## config.mk

```make
export PLATFORM = sky130hd
export DESIGN_NAME = spi_mem_master
export DESIGN_NICKNAME = d
export VERILOG_FILES = /design/src/rtl/spi_pkg.sv /design/src/rtl/spi_clk_en.sv /design/src/rtl/spi_mem_master.sv
export SDC_FILE = /design/constraint.sdc
export NUM_CORES = 1
export LEC_CHECK = 0
export CAP_MARGIN = 20
export CELL_PAD_IN_SITES_DETAIL_PLACEMENT = 1
export CELL_PAD_IN_SITES_GLOBAL_PLACEMENT = 1
export CORE_ASPECT_RATIO = 0.5
export CORE_MARGIN = 5
export CORE_UTILIZATION = 45
export DETAILED_ROUTE_END_ITERATION = 16
export GPL_TIMING_DRIVEN = 0
export HOLD_SLACK_MARGIN = 0.05
export PLACE_DENSITY = 0.8
export SLEW_MARGIN = 20
export SYNTH_ARGS = -nofsm -noshare
export SYNTH_HDL_FRONTEND = slang
export SYNTH_SLANG_ARGS = --single-unit
```

## constraint.sdc

```tcl
create_clock -name clk -period 2.7 [get_ports clk]
set_input_delay 0.54 -clock clk [delete_from_list [all_inputs] [get_ports clk]]
set_output_delay 0.54 -clock clk [all_outputs]
set_load 0.005 [all_outputs]
```

## src/rtl/spi_pkg.sv

```systemverilog
// Shared types and constants for the SPI memory master.
// The state encoding and the command-bit values are the single source for the top and the bench.
package spi_pkg;

    typedef enum logic [2:0] {
        IDLE  = 3'd0,
        CHECK = 3'd1,
        SETUP = 3'd2,
        SHIFT = 3'd3,
        HOLD  = 3'd4,
        DONE  = 3'd5
    } state_t;

    localparam logic CMD_WR = 1'b1;
    localparam logic CMD_RD = 1'b0;

    // Width of an index/counter spanning n values; never narrower than one bit.
    function automatic int unsigned cnt_width(input int unsigned n);
        return (n > 1) ? $clog2(n) : 1;
    endfunction

endpackage

```

## src/rtl/spi_clk_en.sv

```systemverilog
// SCLK generator: divides clk by CLK_DIV per half-period while enabled.
// It emits one-cycle strobes on the clk edge where sclk rises or falls.
module spi_clk_en
    import spi_pkg::*;
#(
    parameter int CLK_DIV = 2
)
(
    input  logic clk,
    input  logic rst,
    input  logic en,
    output logic rise_en,
    output logic fall_en,
    output logic sclk
);

    localparam int CW = cnt_width(CLK_DIV);

    logic [CW-1:0] cnt_r;
    logic          sclk_r;
    logic          tick_s;

    // Half-period end detection; the sclk level decides which edge is next.
    always_comb begin
        tick_s  = en && (cnt_r == CW'(CLK_DIV - 1));
        rise_en = tick_s && !sclk_r;
        fall_en = tick_s && sclk_r;
    end

    // Divider counter and sclk level; both park at zero while disabled.
    always_ff @(posedge clk or posedge rst) begin
        if (rst) begin
            cnt_r  <= '0;
            sclk_r <= 1'b0;
        end else if (!en) begin
            cnt_r  <= '0;
            sclk_r <= 1'b0;
        end else if (tick_s) begin
            cnt_r  <= '0;
            sclk_r <= ~sclk_r;
        end else begin
            cnt_r  <= cnt_r + CW'(1);
        end
    end

    assign sclk = sclk_r;

endmodule

```

## src/rtl/spi_mem_master.sv

```systemverilog
// Single-word SPI (mode 0, LSB first) write/read master for up to NUM_CS memory slaves.
// Frame = cmd bit, ADDR_W address bits, DATA_W data bits; out-of-range requests never touch the bus.
module spi_mem_master
    import spi_pkg::*;
#(
    parameter int ADDR_W    = 8,
    parameter int DATA_W    = 8,
    parameter int CLK_DIV   = 2,
    parameter int NUM_CS    = 1,
    parameter int MEM_DEPTH = 32
)
(
    input  logic                          clk,
    input  logic                          rst,
    input  logic                          start,
    input  logic                          wr,
    input  logic [cnt_width(NUM_CS)-1:0]  cs_sel,
    input  logic [ADDR_W-1:0]             addr,
    input  logic [DATA_W-1:0]             din,
    output logic [DATA_W-1:0]             dout,
    output logic                          busy,
    output logic                          done,
    output logic                          err,
    output logic                          sclk,
    output logic                          mosi,
    input  logic                          miso,
    output logic [NUM_CS-1:0]             cs_n
);

    localparam int NBITS = 1 + ADDR_W + DATA_W;
    localparam int CSW   = cnt_width(NUM_CS);
    localparam int BCW   = $clog2(NBITS + 1);
    localparam int WCW   = cnt_width(CLK_DIV);

    state_t              state_r;
    state_t              state_s;
    logic                wr_r;
    logic [CSW-1:0]      sel_r;
    logic [ADDR_W-1:0]   addr_r;
    logic [DATA_W-1:0]   din_r;
    logic [NBITS-1:0]    tx_r;
    logic [DATA_W-1:0]   rx_r;
    logic [BCW-1:0]      bit_cnt_r;
    logic [WCW-1:0]      wait_r;
    logic [DATA_W-1:0]   dout_r;
    logic                busy_r;
    logic                done_r;
    logic                err_r;
    logic                mosi_r;
    logic [NUM_CS-1:0]   cs_n_r;

    logic                range_err_s;
    logic                wait_done_s;
    logic                frame_end_s;
    logic                shift_en_s;
    logic                rise_en_s;
    logic                fall_en_s;
    logic                sclk_s;

    spi_clk_en #(.CLK_DIV(CLK_DIV)) u_clk_en (
        .clk     (clk),
        .rst     (rst),
        .en      (shift_en_s),
        .rise_en (rise_en_s),
        .fall_en (fall_en_s),
        .sclk    (sclk_s)
    );

    // Range check on the latched request, plus timing qualifiers for the FSM.
    always_comb begin
        range_err_s = (32'(addr_r) >= 32'(MEM_DEPTH)) || (32'(sel_r) >= 32'(NUM_CS));
        wait_done_s = (wait_r == WCW'(CLK_DIV - 1));
        frame_end_s = fall_en_s && (bit_cnt_r == BCW'(NBITS));
        shift_en_s  = (state_r == SHIFT);
    end

    // Next-state logic.
    always_comb begin
        state_s = state_r;
        case (state_r)
            IDLE:    if (start)       state_s = CHECK; else state_s = IDLE;
            CHECK:   if (range_err_s) state_s = DONE;  else state_s = SETUP;
            SETUP:   if (wait_done_s) state_s = SHIFT; else state_s = SETUP;
            SHIFT:   if (frame_end_s) state_s = HOLD;  else state_s = SHIFT;
            HOLD:    if (wait_done_s) state_s = DONE;  else state_s = HOLD;
            DONE:    state_s = IDLE;
            default: state_s = IDLE;
        endcase
    end

    // State register, request latches, shift datapath and registered outputs.
    always_ff @(posedge clk or posedge rst) begin
        if (rst) begin
            state_r   <= IDLE;
            wr_r      <= 1'b0;
            sel_r     <= '0;
            addr_r    <= '0;
            din_r     <= '0;
            tx_r      <= '0;
            rx_r      <= '0;
            bit_cnt_r <= '0;
            wait_r    <= '0;
            dout_r    <= '0;
            busy_r    <= 1'b0;
            done_r    <= 1'b0;
            err_r     <= 1'b0;
            mosi_r    <= 1'b0;
            cs_n_r    <= '1;
        end else begin
            state_r <= state_s;
            busy_r  <= (state_s != IDLE);
            done_r  <= (state_s == DONE);
            case (state_r)
                IDLE: begin
                    if (start) begin
                        wr_r   <= wr;
                        sel_r  <= cs_sel;
                        addr_r <= addr;
                        din_r  <= din;
                        err_r  <= 1'b0;
                    end
                end
                CHECK: begin
                    if (range_err_s) begin
                        err_r <= 1'b1;
                    end else begin
                        cs_n_r    <= ~(NUM_CS'(1) << sel_r);
                        tx_r      <= {(wr_r == CMD_WR) ? din_r : {DATA_W{1'b0}}, addr_r, wr_r};
                        mosi_r    <= wr_r;
                        wait_r    <= '0;
                        bit_cnt_r <= '0;
                    end
                end
                SETUP: begin
                    if (wait_done_s) wait_r <= '0;
                    else             wait_r <= wait_r + WCW'(1);
                end
                SHIFT: begin
                    if (rise_en_s) begin
                        rx_r              <= rx_r >> 1;
                        rx_r[DATA_W-1]    <= miso;
                        bit_cnt_r         <= bit_cnt_r + BCW'(1);
                    end
                    // After the last bit tx_r[1] is already zero, so mosi returns low.
                    if (fall_en_s) begin
                        tx_r   <= tx_r >> 1;
                        mosi_r <= tx_r[1];
                    end
                end
                HOLD: begin
                    if (wait_done_s) begin
                        wait_r <= '0;
                        cs_n_r <= '1;
                        if (wr_r == CMD_RD) dout_r <= rx_r;
                    end else begin
                        wait_r <= wait_r + WCW'(1);
                    end
                end
                DONE: begin
                end
                default: begin
                end
            endcase
        end
    end

    assign dout = dout_r;
    assign busy = busy_r;
    assign done = done_r;
    assign err  = err_r;
    assign sclk = sclk_s;
    assign mosi = mosi_r;
    assign cs_n = cs_n_r;

endmodule

```

==> qor.log <==
INFO  outcome        run_status=complete, no violations
INFO  global_route   track_usage=17.3%
INFO  worst_setup_path timing.critical_path.from_type=flip-flop
INFO  timing         layout_min_cycle_time=2.30ns
INFO  clock_tree     numClockSinks=66
INFO  routing        drt_iter0_drc=93
INFO  timing         report.final.slew_viol_count=0
INFO  clock_tree     post_cts_buffers=0
INFO  clock_tree     cts_tree=yes
INFO  yosys          synth-seq-area-share=54.6%
INFO  placed_design  numPlacedInstances=356
INFO  floorplan      start_util=45.9%
INFO  worst_setup_path crit_path_end_kind=flip-flop
INFO  power_and_ir_drop cellInternalPower=1.79mW
INFO  layout         multiInputGateArea=1270um2
INFO  timing         worst_slew_margin_rel=42.9%
INFO  worst_setup_path worstPathRequired=2.91ns
INFO  routing        drt-wirelength-per-cell=17.8um
INFO  worst_setup_path crit_path_top_delay_cell=or4_4
INFO  placed_design  place_worst_setup_slack=0.378ns
INFO  yosys          postSynthCellCount=228
INFO  layout         fin_util=57.8%
INFO  routing        totalWireLength=6620um
INFO  timing         final_critical_path_setup_slack=0.400ns
INFO  floorplan      die_w=126um
INFO  routing        first_pass_iters=4
INFO  power_and_ir_drop share_seq_of_total_power=45.2%
INFO  yosys          mean_area_per_synthesized_cell=13.3um2
INFO  yosys          yosys.cell_types.count=42
INFO  routing        drc=0
INFO  run            cap_viol_max_count=0
INFO  power_and_ir_drop power.leakage=1.69nW
INFO  global_route   first_global_vias=2239
INFO  worst_setup_path arrival=2.51ns
INFO  yosys          ys_warn_count=0
INFO  clock_tree     htree_levels=3
INFO  layout         final_layout_size_suffix_gt1_share=28.6%
INFO  power_and_ir_drop share_comb_of_total_power=2.7%
INFO  routing        vias=1962
INFO  clock_tree     cts_clk_pin_slew_worst_paths=0.05ns
INFO  timing         worstMarginPinSlew=0.848ns
INFO  worst_setup_path cp_cell_sequence=or4_4 -> buf_6 -> a211oi_4 -> buf_12 -> mux2_4
INFO  floorplan      ioPinCount=36
INFO  worst_setup_path path_class=flip-flop to flip-flop
INFO  global_route   grt_antenna_before_repair=0
INFO  timing         report.final.setup_viol=0
INFO  clock_tree     cts_root_buf=clkbuf_16
INFO  clock_tree     cts-buffers-inserted=9
INFO  clock_tree     clock_latency=0.33ns
INFO  timing         clk_skew=0.00540ns
INFO  routing        vias_per_std_cell=5.27
INFO  power_and_ir_drop power_density_over_cell_area=581nW/um2
INFO  timing         fmaxAchievable=435MHz
INFO  layout         instances_no_fill=372
INFO  worst_setup_path critical_path.max_stage_delay=0.55ns
INFO  placed_design  gp_congestion=0.827
INFO  global_route   grt_start_max_net_pins=42
INFO  floorplan      std_cell_rows=21
INFO  timing         grt_setup_unrepaired=false
INFO  routing        antenna_left=0
INFO  layout         final_common_cell=dfrtp_1
INFO  clock_tree     cts_hold_buf=0
INFO  power_and_ir_drop report.power.total=2.22mW
INFO  worst_setup_path regToRegSetupSlack=0.40ns
INFO  global_route   grt_pass1_wl=11300um
INFO  placed_design  io_buffers=35
INFO  layout         antennaDiodeCount=0
INFO  floorplan      core-area=6600um2
INFO  power_and_ir_drop swShare=19.0%
INFO  floorplan      die_height=68.0um
INFO  layout         layout-area-overhead-vs-synth=26.0%
INFO  global_route   grt_overflow=0
INFO  clock_tree     ctsResizeCount=0
INFO  power_and_ir_drop p_sw=0.422mW
INFO  worst_setup_path crit_fanout=10
INFO  layout         area_of_all_sequential_standard_cells=1650um2
INFO  yosys          mappedNetlistArea=3030um2
INFO  layout         total_nets_final=299
INFO  floorplan      fp.dieArea=8560um2
INFO  timing         min_period_over_period=85.2%
INFO  placed_design  dp_hpwl=4520um
INFO  timing         hold_violations=0
INFO  min_path       worst_hold_path_type=flip-flop to flip-flop
INFO  layout         mostFrequentLayoutCells=dfrtp_1, mux2_2, clkdlybuf4s50_1
INFO  power_and_ir_drop power.clock.fraction=52.1%
INFO  yosys          synth_seq_cells=66
INFO  layout         filler_cell_count=658
INFO  power_and_ir_drop irDropWorstVdd=0.000290V
INFO  yosys          synth_nets=252
INFO  clock_tree     maximum_root_to_sink_buffer_count=2
INFO  timing         tns=0ns
[critical path, delay by kind of cell (launching register included)]
family,cells,cell delay (ns)
and+or+nand+nor,1,0.55
buffers and inverters,2,0.39
AOI/OAI and AO/OA,1,0.52
muxes,1,0.30
DFF,1,0.41
[worst paths after layout]
| check | start | end | depth (start not counted) |
|---|---|---|---|
| max | addr_r[6] | tx_r[4] | 5 |
| min | din_r[6] | din_r[6] | 1 |
| max reg2reg | addr_r[6] | tx_r[4] | 5 |
| min reg2reg | din_r[6] | din_r[6] | 1 |
| max in group asynchronous | rst | cs_n | 3 |
| min in group asynchronous | rst | rx_r[0] | 2 |
[through the flow]
stage,instance area [um2],hold slack [ns]
finish,3810,0.499
global route,3810,0.515
floorplan,3030,0.473
global placement,3490,0.484
detailed placement,3510,0.489
CTS,3810,0.502
[cells by family (layout without fill, tap and decap cells)]
group	count (synthesis)	in the layout	synth area share [%]
simple gates	41	41	7.90
xor+xnor	2	2	0.579
flops	66	66	54.6
buf+inv	21	73	3.52
compound gates	25	25	5.83
mux	71	71	26.7
fa+ha+maj	2	2	0.827
[flip-flops by register name, summed over array words and instances, names as in the netlist]
name and cells:
wait_done_s 1, done 1, state_r 3, cs_n 1, u_clk_en.cnt_r 1, busy 1, u_clk_en.sclk 1, rx_r 8
err 1, din_r 8, bit_cnt_r 5, tx_r 17, wr_r 1, addr_r 8, dout 8, sel_r 1
[cells in the mapped netlist, drive strengths merged]
cell / count / area, um2
a21boi: 1 / 7.51
o21ai: 5 / 25.0
dfrtp: 65 / 1630
inv: 10 / 37.5
and3b: 1 / 8.76
or4: 1 / 11.3
o22ai: 2 / 12.5
and2: 3 / 18.8
xnor2: 2 / 17.5
nor2b: 3 / 18.8
o32ai: 1 / 8.76
mux2: 57 / 668
a22o: 3 / 26.3
nand4bb: 2 / 22.5
ha: 2 / 25.0
nand2b: 1 / 6.26
a31oi: 1 / 6.26
o41ai: 1 / 8.76
and4b: 1 / 10.0
o31ai: 2 / 15.0
mux2i: 14 / 140
and3: 1 / 6.26
buf: 6 / 50.0
or3: 3 / 18.8
nand3b: 1 / 7.51
o311ai: 1 / 8.76
nor4: 1 / 6.26
nor3: 2 / 10.0
a21oi: 6 / 30.0
dfstp: 1 / 26.3
nand4b: 1 / 8.76
nand2: 6 / 22.5
nor2: 8 / 30.0
a211oi: 1 / 20.0
clkbuf: 5 / 18.8
nand4: 2 / 12.5
nand3: 4 / 20.0
a22oi: 1 / 7.51
[routing by layer]
layer / vias up / wire length (um) / GRT usage [%]
met5: - / 0 / 0
li1: 918 / - / -
met3: 10 / 212 / 6.00
met2: 27 / 3240 / 29.4
met4: 0 / 109 / 6.28
met1: 1007 / 3060 / 20.9
[area by class of cell]
type                            count  share of cell area (%)
Inverter                           10                    1.05
Tap cell                           92                    3.02
Sequential cell                    66                    43.4
Clock inverter                      2                   0.919
Clock buffer                       14                    6.92
Multi-Input combinational cell    141                    33.2
Timing Repair Buffer               36                    9.71
Buffer                             11                    1.81
[power by group through the flow]
| stage | clock (mW) | sequential, mW | combinational, mW |
|---|---|---|---|
| after global routing | 1.23 | 1.00 | 0.0677 |
| after global placement | 0 | 1.02 | 0.0563 |
| after floorplan | 0 | 1.02 | 0.0203 |
| after CTS | 1.18 | 1.00 | 0.0626 |
| after detailed placement | 0 | 1.02 | 0.0624 |
| final | 1.16 | 1.00 | 0.0604 |
Note: power is estimated with default switching activity, not from simulation.
